**config.mk**
```make
export PLATFORM = sky130hd
export DESIGN_NAME = uart_transmitter
export DESIGN_NICKNAME = d
export VERILOG_FILES = /design/src/rtl/uart_transmitter.sv
export SDC_FILE = /design/constraint.sdc
export NUM_CORES = 1
export LEC_CHECK = 0
export ABC_CLOCK_PERIOD_IN_PS = 2300
export CELL_PAD_IN_SITES_DETAIL_PLACEMENT = 1
export CELL_PAD_IN_SITES_GLOBAL_PLACEMENT = 1
export CORE_ASPECT_RATIO = 0.8
export CORE_UTILIZATION = 47
export CTS_BUF_LIST = sky130_fd_sc_hd__clkbuf_4 sky130_fd_sc_hd__clkbuf_8
export CTS_CLUSTER_SIZE = 10
export DETAILED_ROUTE_END_ITERATION = 7
export GPL_ROUTABILITY_DRIVEN = 0
export HOLD_SLACK_MARGIN = 0.15
export PLACE_DENSITY_LB_ADDON = 0.1
export SETUP_SLACK_MARGIN = 0.2
export SYNTH_ARGS = -nofsm -noshare
export SYNTH_HDL_FRONTEND = slang
export SYNTH_SLANG_ARGS = --single-unit
export TNS_END_PERCENT = 10
```
**constraint.sdc**
```tcl
create_clock -name clk -period 2.3 [get_ports clk]
set_input_delay 0.575 -clock clk [delete_from_list [all_inputs] [get_ports clk]]
set_output_delay 0.575 -clock clk [all_outputs]
set_load 0.01 [all_outputs]
```
**src/rtl/uart_transmitter.sv**
```systemverilog
// uart_transmitter: serialises bytes accepted over valid/ready into 8N1 frames on tx.
// A one-entry holding register lets the next frame start the same edge the stop bit ends.
module uart_transmitter #(
   parameter int unsigned CLKS_PER_BIT = 16
) (
   input  logic       clk,
   input  logic       rst_n,
   input  logic [7:0] data_in,
   input  logic       in_valid,
   output logic       in_ready,
   output logic       tx,
   output logic       busy,
   output logic       done
);

   localparam int unsigned CNT_W = (CLKS_PER_BIT > 1) ? $clog2(CLKS_PER_BIT) : 1;
   localparam logic [CNT_W-1:0] CNT_MAX = CNT_W'(CLKS_PER_BIT - 1);

   typedef enum logic [1:0] {
      IDLE  = 2'd0,
      START = 2'd1,
      DATA  = 2'd2,
      STOP  = 2'd3
   } state_t;

   state_t           state_q, state_d;
   logic [CNT_W-1:0] cnt_q, cnt_d;
   logic [2:0]       bit_q, bit_d;
   logic [7:0]       shift_q, shift_d;
   logic [7:0]       hold_q, hold_d;
   logic             hold_full_q, hold_full_d;
   logic             tx_d, busy_d, done_d, in_ready_d;

   logic accept_c;
   logic bit_end_c;

   assign accept_c  = in_valid && in_ready;
   assign bit_end_c = (cnt_q == CNT_MAX);

   // State, datapath and registered outputs
   always_ff @(posedge clk or negedge rst_n) begin
      if (!rst_n) begin
         state_q     <= IDLE;
         cnt_q       <= '0;
         bit_q       <= '0;
         shift_q     <= '0;
         hold_q      <= '0;
         hold_full_q <= 1'b0;
         tx          <= 1'b1;
         busy        <= 1'b0;
         done        <= 1'b0;
         in_ready    <= 1'b1;
      end else begin
         state_q     <= state_d;
         cnt_q       <= cnt_d;
         bit_q       <= bit_d;
         shift_q     <= shift_d;
         hold_q      <= hold_d;
         hold_full_q <= hold_full_d;
         tx          <= tx_d;
         busy        <= busy_d;
         done        <= done_d;
         in_ready    <= in_ready_d;
      end
   end

   // Next-state, bit timing, holding register and next output values
   always_comb begin
      state_d     = state_q;
      cnt_d       = cnt_q;
      bit_d       = bit_q;
      shift_d     = shift_q;
      hold_d      = hold_q;
      hold_full_d = hold_full_q;
      done_d      = 1'b0;
      tx_d        = 1'b1;
      busy_d      = 1'b0;
      in_ready_d  = 1'b1;

      // A byte accepted mid-frame parks in the holding register
      if (state_q != IDLE && accept_c) begin
         hold_d      = data_in;
         hold_full_d = 1'b1;
      end

      case (state_q)
         IDLE: begin
            if (accept_c) begin
               shift_d = data_in;
               cnt_d   = '0;
               state_d = START;
            end
         end
         START: begin
            if (bit_end_c) begin
               cnt_d   = '0;
               bit_d   = '0;
               state_d = DATA;
            end else begin
               cnt_d = cnt_q + CNT_W'(1);
            end
         end
         DATA: begin
            if (bit_end_c) begin
               cnt_d = '0;
               if (bit_q == 3'd7) begin
                  state_d = STOP;
               end else begin
                  bit_d   = bit_q + 3'd1;
                  shift_d = shift_q >> 1;
               end
            end else begin
               cnt_d = cnt_q + CNT_W'(1);
            end
         end
         STOP: begin
            if (bit_end_c) begin
               cnt_d  = '0;
               done_d = 1'b1;
               if (hold_full_q) begin
                  shift_d     = hold_q;
                  hold_full_d = 1'b0;
                  state_d     = START;
               end else if (accept_c) begin
                  // Same-edge offer goes straight to the shifter, not the holding register
                  shift_d     = data_in;
                  hold_full_d = 1'b0;
                  state_d     = START;
               end else begin
                  state_d = IDLE;
               end
            end else begin
               cnt_d = cnt_q + CNT_W'(1);
            end
         end
         default: state_d = IDLE;
      endcase

      case (state_d)
         START:   tx_d = 1'b0;
         DATA:    tx_d = shift_d[0];
         default: tx_d = 1'b1;
      endcase
      busy_d     = (state_d != IDLE);
      in_ready_d = !hold_full_d;
   end

endmodule
```
### Word level (Yosys, flattened, before mapping)

Index checks and enable logic that the tools add are counted.

| word-level totals | value |
|---|---|
| RAM bits | 0 |
| logic and storage cells | 65 |
| latch bits | 0 |
| output and inout port bits | 4 |
| memories kept | 0 |
| bits in read-only memories | 0 |
| register bits after elaboration | 30 |
| bits of input ports | 11 |

| operators by class | value |
|---|---|
| reduce and logical (&&, ||, !) cells | 11 |
| add/sub/neg operators | 2 |
| multiply operators | 0 |
| div/mod/pow operators | 0 |
| shift operators | 0 |
| $lt $le $gt $ge | 0 |
| muxes and demuxes | 29 |
| bitwise operators | 0 |
| equality and inequality tests | 12 |

Operators by type and width:

| cell | number |
|---|---|
| 8-bit 2-to-1 mux | 5 |
| 8-bit case mux with 3 select lines | 1 |
| 2-bit 2-to-1 mux | 5 |
| 2-bit != test (second input constant) | 5 |
| 1-bit 2-to-1 mux | 9 |
| 3-bit 2-to-1 mux | 3 |
| 4-bit 2-to-1 mux | 2 |
| 2-bit case mux with 4 select lines | 1 |
| 4-bit case mux with 2 select lines | 1 |
| 4-bit AND reduction | 2 |
| 2-bit equality test (second input constant) | 3 |
| 3-bit case mux with 2 select lines | 1 |
| 2-bit nonzero test | 3 |
| 4-bit by 1-bit adder with 4-bit output (second input constant) | 1 |
| 2-bit by 1-bit equality test with 1-bit output (second input constant) | 2 |
| 4-bit equality test (second input constant) | 1 |
| 3-bit by 1-bit adder with 3-bit output (second input constant) | 1 |
| 3-bit equality test (second input constant) | 1 |
| 3-bit nonzero test | 1 |
| 3-bit OR reduction | 1 |
| 1-bit logical AND | 2 |
| 2-bit zero test | 1 |
| 1-bit case mux with 2 select lines | 1 |
| 1-bit zero test | 1 |

### Longest topological paths before layout

Gate-level depths: netlist of the first run.

| logic depth | value |
|---|---|
| depth in word-level cells | 8 |
| gate-level depth with buffers | 7 |
| gate-level depth less buffers | 6 |

### Worst setup path after synthesis of the first run

OpenSTA, ideal clock, no wires.

| timing path | value |
|---|---|
| kind | register to register |
| from | reg cnt_q[0] |
| to | reg shift_q[7] |
| stages on the path, launching flop included | 7 |
| data required time | 2182 ps |
| library setup time | 118 ps |
| period minus slack after synthesis | 1771 ps |
| arrival | 1653 ps |
| slack | 529 ps |
| path buffers | 1 |
| cell sequence | dfrtp_1 ha_1 and4_1 buf_6 a22o_1 a22o_1 a21o_1 |

| between the ends | value |
|---|---|
| cells in the longest elaborated chain, start to end | 3 |
| elaborated cells on any way between the ends | 4 |
| those cells by class | eq/ne (3); reduce/logical (1) |

RTL lines:

| element | RTL line | text |
|---|---|---|
| start, declared | 27 | `logic [CNT_W-1:0] cnt_q, cnt_d;` |
| start signal, assigned | 55 | `cnt_q <= cnt_d;` |
| 4-bit equality test * | 38 | `assign bit_end_c = (cnt_q == CNT_MAX);` |
| 2-bit != test (no line) | n/a |  |
| 4-bit AND reduction (no line) * | n/a |  |
| end signal, assigned | 57 | `shift_q <= shift_d;` |
| end, declared | 29 | `logic [7:0] shift_q, shift_d;` |

Every way passes the cells marked *; elsewhere a longest branch is shown, timed or not.
A chain may end at the register's enable or synchronous reset.

### Worst setup path in the final report of the first run

| timing path | value |
|---|---|
| from | reg state_q[1] |
| to | reg shift_q[5] |

| between the ends | value |
|---|---|
| cells in the longest elaborated chain, start to end | 3 |
| elaborated cells on any way between the ends | 9 |
| those cells by class | eq/ne (5); mux (1); reduce/logical (3) |

RTL lines:

| element | RTL line | text |
|---|---|---|
| start, declared | 26 | `state_t state_q, state_d;` |
| start signal, assigned | 54 | `state_q <= state_d;` |
| 2-bit equality test / 2-bit zero test (equally long branches) | 86 | `case (state_q)` |
| 2-bit != test (no line) / 3-bit nonzero test (equally long branches) | n/a |  |
| 4-bit AND reduction (no line) | n/a |  |

Several ways; a longest one is shown, not always the timed one.

==> impl_metrics.json, run 1 <==
{
  "status": "completed",
  "coreArea_um2": 3153,
  "cts_sinks": 30,
  "final_util": 0.5921,
  "synthFlopType": "dfrtp_1",
  "track_usage": 0.2643,
  "wl_per_cell_um": 20.20,
  "cts_buffer_depth": 2,
  "cp_num_cells": 4,
  "drtAntennaViolNets": 0,
  "r2r_cells": 4,
  "dieWidth_um": 66.93,
  "peakVddDrop_v": 0.0007030,
  "synthArstFlopShare": 1.000,
  "yosys.area.top_type": "dfrtp_1",
  "synth_top_cell_area_share": 0.4420,
  "worst_r2r_startpoint": "state_q[1]$_DFF_PN0_",
  "cts_tree": "built",
  "drv_slew": 0,
  "seq_area_um2": 753.2,
  "critical_path_class": "register to register",
  "grt_setup_unrepaired": "no",
  "num-nets-final": 178,
  "leakagePower_nw": 0.7629,
  "synth_common_cells": "dfrtp_1 (28), nand2_1 (10), mux2_2 (9), nand4_1 (9), o21ai_0 (9)",
  "crit_chain": "nor2b_1 -> a221o_1 -> a21oi_1 -> a221o_1",
  "syn2layout_area_growth_pct": 17.76,
  "critPathMaxFanout": 11,
  "worstSkewPairLatency_ns": 0.28,
  "cts.reportedPaths.clkPinSlew_ns": 0.06,
  "grt_pass1_wl_mm": 6.686,
  "cp_common_cell": "a221o_1",
  "worst_path_largest_cell_delay_ns": 0.56,
  "cts_root_buffer": "clkbuf_8",
  "initial_core_util": 0.5028,
  "drc_errors": 0,
  "hold_ws_ns": 0.5115,
  "cp_data_required_time_ns": 2.45,
  "hold-path-cell-count": 1,
  "ys_types": 38,
  "cts_htree_levels": 2,
  "tns_ns": 0,
  "hold_start": "hold_q[5]$_DFFE_PN0P_",
  "place_hpwl_mm": 2.849,
  "post_drt_via_cell_ratio": 6.137,
  "multi_input_area_um2": 768.2,
  "grt_max_degree": 31,
  "io_buffers": 14,
  "clock_skew_ns": 0.006844,
  "fillers": 323,
  "ys_seq_area_frac": 0.4751,
  "cp_slowest_cell": "dfrtp_1",
  "crit_buf_inv": 0,
  "setup_viol": 0,
  "ys_top_cells_by_area": "dfrtp_1 (44%), mux2_2 (6.4%), a221o_1 (4.4%)",
  "yosysMostFrequentCell": "dfrtp_1",
  "fmax_mhz": 498.8,
  "drtIter0Drc": 77,
  "cp-end-kind": "register",
  "overflow": 0,
  "critPathLaunchType": "register",
  "fin_crit_ns": 2.005,
  "vias": 1252,
  "power_density_nw_per_um2": 1254,
  "finalWirelength_mm": 4.120,
  "holdPathEnd": "hold_q[5]$_DFFE_PN0P_",
  "drt_pass1_iterations": 4,
  "netlist_area_um2": 1585,
  "dieHeight_um": 53.95,
  "numCtsBuffers": 5,
  "relSlewSlack": 0.6282,
  "synth_edf_count": 0,
  "hold_viol_final": 0,
  "period_share": 0.8717,
  "io_pins": 15,
  "syn_nets": 162,
  "num_rows": 18,
  "r2r_end": "shift_q[5]$_DFFE_PN0P_",
  "cp-startpoint": "state_q[1]$_DFF_PN0_",
  "worstMarginPinSlew_ns": 0.5565,
  "hold_class": "register to register",
  "finalPower_mw": 2.341,
  "antenna_found_initial": 0,
  "grt_pass1_vias": 1292,
  "avgSynthCellArea_um2": 10.78,
  "maxCapViolCount": 0,
  "crit_arrival_ns": 2.16,
  "layout-drive-gt1-share": 0.1829,
  "insertedDiodeCount": 0,
  "critical-path-top-delay-family": "compound AO/OA/AOI/OAI gates",
  "ys_seq_elements": 30,
  "r2r_slack_ns": 0.29,
  "dieArea_um2": 3611,
  "syn_inst": 147,
  "yosys_warnings": 0
}
==> registers in the layout, indices dropped and copies added, names as in the netlist, 2 cells and up <==
name,flops
state_q,2
hold_q,8
bit_q,3
shift_q,8
cnt_q,4
==> power breakdown <==
group	leakage (nW)	switching (mW)	total [mW]	internal, mW
clock network	0.0575	0.200	0.502	0.302
logic	0.345	0.418	0.824	0.406
registers	0.360	0.249	1.02	0.766
total	0.763	0.866	2.34	1.47
==> cells by family (layout without fill, tap and decap cells) <==
family / after synthesis / count (layout) / synth area share
AO/OA/AOI/OAI: 43 / 43 / 0.2092
XOR/XNOR: 1 / 1 / 0.005526
multiplexers: 9 / 9 / 0.06393
AND/OR/NAND/NOR: 48 / 48 / 0.1736
flip-flops: 30 / 30 / 0.4751
buffers and inverters: 12 / 29 / 0.04104
adder cells (fa/ha/maj): 4 / 4 / 0.03157
==> routing by layer <==
metal  global-route usage  part of all wire  routed length (um)
met5                    0                 0                   0
met4              0.08511            0.0046                  19
met3              0.05297             0.048                 199
met2               0.4141              0.46                1908
met1               0.3671              0.48                1992
==> cell type report <==
type                       instances  share of cell area
inverter                           2            0.004021
multi-input combinational        105              0.4115
tap                               40             0.02681
sequential                        30              0.4035
clock buffer                       8             0.05898
timing repair buffer              19             0.09517
==> worst max path at each step <==
| stage | endpoint | slack, ns |
|---|---|---|
| floorplan | shift_q[7]$_DFFE_PN0P_ | 0.53 |
| global placement | shift_q[7]$_DFFE_PN0P_ | 0.16 |
| detailed placement | shift_q[5]$_DFFE_PN0P_ | 0.04 |
| CTS | shift_q[5]$_DFFE_PN0P_ | 0.29 |
| global route | shift_q[5]$_DFFE_PN0P_ | 0.22 |
| finish | shift_q[5]$_DFFE_PN0P_ | 0.29 |
==> per-stage QoR <==
step	instance area (um^2)	std cells	setup WS (ns)
finish	1867	204	0.2950
global route	1867	204	0.2239
CTS	1866	204	0.2935
detailed placement	1755	196	0.04126
global placement	1755	196	0.1559
floorplan	1585	147	0.5286
==> worst register-to-register path: stages (launching register included) <==
cell and delay (ns):
dfrtp_1 0.56, nor2b_1 0.53, a221o_1 0.41, a21oi_1 0.09, a221o_1 0.29
==> cells in the final DEF (no fill, tap or decap), types with 6 or more instances in the layout <==
master	Yosys	final
dfrtp_1	28	28
clkdlybuf4s50_1	0	14
nand2_1	10	10
o21ai_0	9	9
nand4_1	9	9
mux2_2	9	9
a22o_1	8	8
clkbuf_8	0	8
a221o_1	7	7
nor2_1	6	6
a211oi_1	6	6
==> repair_timing <==
item | in CTS | in global routing
buffers inserted | 0 | 0
setup endpoints to repair | 0 | 1
hold buffers | 0 | 0
resized for setup | 0 | 1
Note: power is estimated with default switching activity, not from simulation.
==> run 2: changes to the inputs <==
--- a/config.mk
+++ b/config.mk
@@ -8,7 +8,7 @@
 export ABC_CLOCK_PERIOD_IN_PS = 2300
 export CELL_PAD_IN_SITES_DETAIL_PLACEMENT = 1
 export CELL_PAD_IN_SITES_GLOBAL_PLACEMENT = 1
-export CORE_ASPECT_RATIO = 0.8
+export CORE_ASPECT_RATIO = 1.4
 export CORE_UTILIZATION = 47
 export CTS_BUF_LIST = sky130_fd_sc_hd__clkbuf_4 sky130_fd_sc_hd__clkbuf_8
 export CTS_CLUSTER_SIZE = 10
==> run 2 against run 1 <==
Compared with the run above:
- sequential power shrank 6%
- flip-flop and latch count unchanged
- fmax is 0.96% higher
- clock skew about the same
- hold slack worse by 0.0080 ns
==> impl_metrics.json, run 2 (synthesized netlist as in run 1, its figures left out) <==
{
  "critPathLaunchType": "register",
  "hold_class": "register to register",
  "cts.reportedPaths.clkPinSlew_ns": 0.06,
  "wl_per_cell_um": 20.50,
  "cp-end-kind": "register",
  "final_common_cell": "dfrtp_1",
  "overflow": 0,
  "finalWirelength_mm": 4.203,
  "cts_htree_levels": 2,
  "fin_crit_ns": 1.986,
  "comb_power_share": 0.382,
  "syn2layout_area_growth_pct": 18.55,
  "hold-path-cell-count": 1,
  "drc_errors": 0,
  "critPathMaxFanout": 8,
  "drtAntennaViolNets": 0,
  "peakVddDrop_v": 0.0007346,
  "num-nets-final": 180,
  "drv_slew": 0,
  "final_cell_mix": "dfrtp_1 (28), clkdlybuf4s50_1 (14), nand2_1 (10)",
  "cts_hold_buf": 0,
  "worstMarginPinSlew_ns": 0.4730,
  "cts_buffer_depth": 2,
  "cp_data_required_time_ns": 2.47,
  "crit_arrival_ns": 2.15,
  "status": "completed",
  "drtIter0Drc": 31,
  "power_density_nw_per_um2": 1258,
  "dieArea_um2": 3612,
  "layout-drive-gt1-share": 0.1867,
  "reg_top3": "hold_q: 8 flops, shift_q: 8 flops, cnt_q: 4 flops",
  "power.internal_mw": 1.492,
  "cts_tree": "built",
  "r2r_cells": 5,
  "initial_core_util": 0.5028,
  "numCtsBuffers": 5,
  "setup_viol": 0,
  "critical_path_class": "register to register",
  "vias": 1297,
  "num_rows": 24,
  "cts_root_buffer": "clkbuf_8",
  "tns_ns": 0,
  "maxCapViolCount": 0,
  "hold_viol_final": 0,
  "p_sw_frac": 0.3689,
  "antenna_found_initial": 0,
  "grt_setup_unrepaired": "no",
  "p_sw_uw": 872.3,
  "clock_skew_ns": 0.006468,
  "fin_cells": 205,
  "relSlewSlack": 0.6835,
  "period_share": 0.8635,
  "ctsResizeCount": 0,
  "leakagePower_nw": 0.7725,
  "pwr-share-clk": 0.211,
  "track_usage": 0.2570,
  "grt_max_degree": 31,
  "worstSkewPairLatency_ns": 0.28,
  "dieWidth_um": 51.09,
  "insertedDiodeCount": 0,
  "grt_pass1_wl_mm": 6.796,
  "place_hpwl_mm": 2.935,
  "drt_pass1_iterations": 4,
  "coreArea_um2": 3153,
  "fmax_mhz": 503.5,
  "cts_sinks": 30,
  "grt_pass1_vias": 1406,
  "fillers": 337,
  "post_cts_buffers": 0,
  "p_seq_frac": 0.407,
  "final_util": 0.5960,
  "post_drt_via_cell_ratio": 6.327,
  "dieHeight_um": 70.72,
  "io_buffers": 14,
  "placed_cells_incl_taps": 197,
  "io_pins": 15
}
==> run 2: worst paths after layout <==
| kind | startpoint | endpoint | slack [ns] |
|---|---|---|---|
| min in group asynchronous | rst_n | bit_q[0]$_DFFE_PN0P_ | 0.70 |
| worst max register to register | cnt_q[0]$_DFFE_PN0P_ | shift_q[7]$_DFFE_PN0P_ | 0.31 |
| worst max-delay path | cnt_q[0]$_DFFE_PN0P_ | shift_q[7]$_DFFE_PN0P_ | 0.31 |
| max in group asynchronous | rst_n | tx$_DFF_PN1_ | 1.28 |
| worst min-delay path | shift_q[7]$_DFFE_PN0P_ | shift_q[7]$_DFFE_PN0P_ | 0.50 |
| worst min register to register | shift_q[7]$_DFFE_PN0P_ | shift_q[7]$_DFFE_PN0P_ | 0.50 |
==> run 2: cell type report <==
| class | count | area, um^2 | area share |
|---|---|---|---|
| repair buffers | 21 | 192.7 | 0.1025 |
| flip-flops and latches | 30 | 753.2 | 0.4008 |
| inverters | 2 | 7.507 | 0.003995 |
| clock buffers | 8 | 110.1 | 0.05859 |
| well taps | 39 | 48.80 | 0.02597 |
| multi-input cells | 105 | 767.0 | 0.4081 |
==> run 2: metrics by stage <==
step / hold slack [ns] / power [mW] / instance area, um^2 / setup WS [ns]
2_1_floorplan: 0.2794 / 1.548 / 1585 / 0.5286
3_3_place_gp: 0.4616 / 1.793 / 1769 / 0.1472
3_5_place_dp: 0.4885 / 1.867 / 1769 / 0.06180
4_1_cts: 0.5021 / 2.371 / 1879 / 0.3170
5_1_grt: 0.5340 / 2.496 / 1879 / 0.2263
6_report: 0.5035 / 2.365 / 1879 / 0.3140
==> run 2: power by group through the flow <==
stage | Clock [mW] | Sequential (mW) | Combinational [mW]
5_1_grt | 0.525 | 0.985 | 0.986
3_5_place_dp | 0 | 0.969 | 0.898
6_report | 0.499 | 0.962 | 0.903
4_1_cts | 0.501 | 0.962 | 0.907
2_1_floorplan | 0 | 0.910 | 0.637
3_3_place_gp | 0 | 0.949 | 0.844
==> run 2: metal layers <==
metal	vias up	track usage	share of wire
li1	593	-	-
met1	674	0.2827	0.41
met2	24	0.4620	0.56
met3	6	0.06237	0.022
met4	0	0.09877	0.014
met5	-	0	0
==> run 2: worst max-delay path: stages (launching register included) <==
cell and delay (ns):
dfrtp_1 0.43, ha_1 0.31, and4_1 0.35, a22o_1 0.36, a22o_1 0.27, a21o_1 0.15
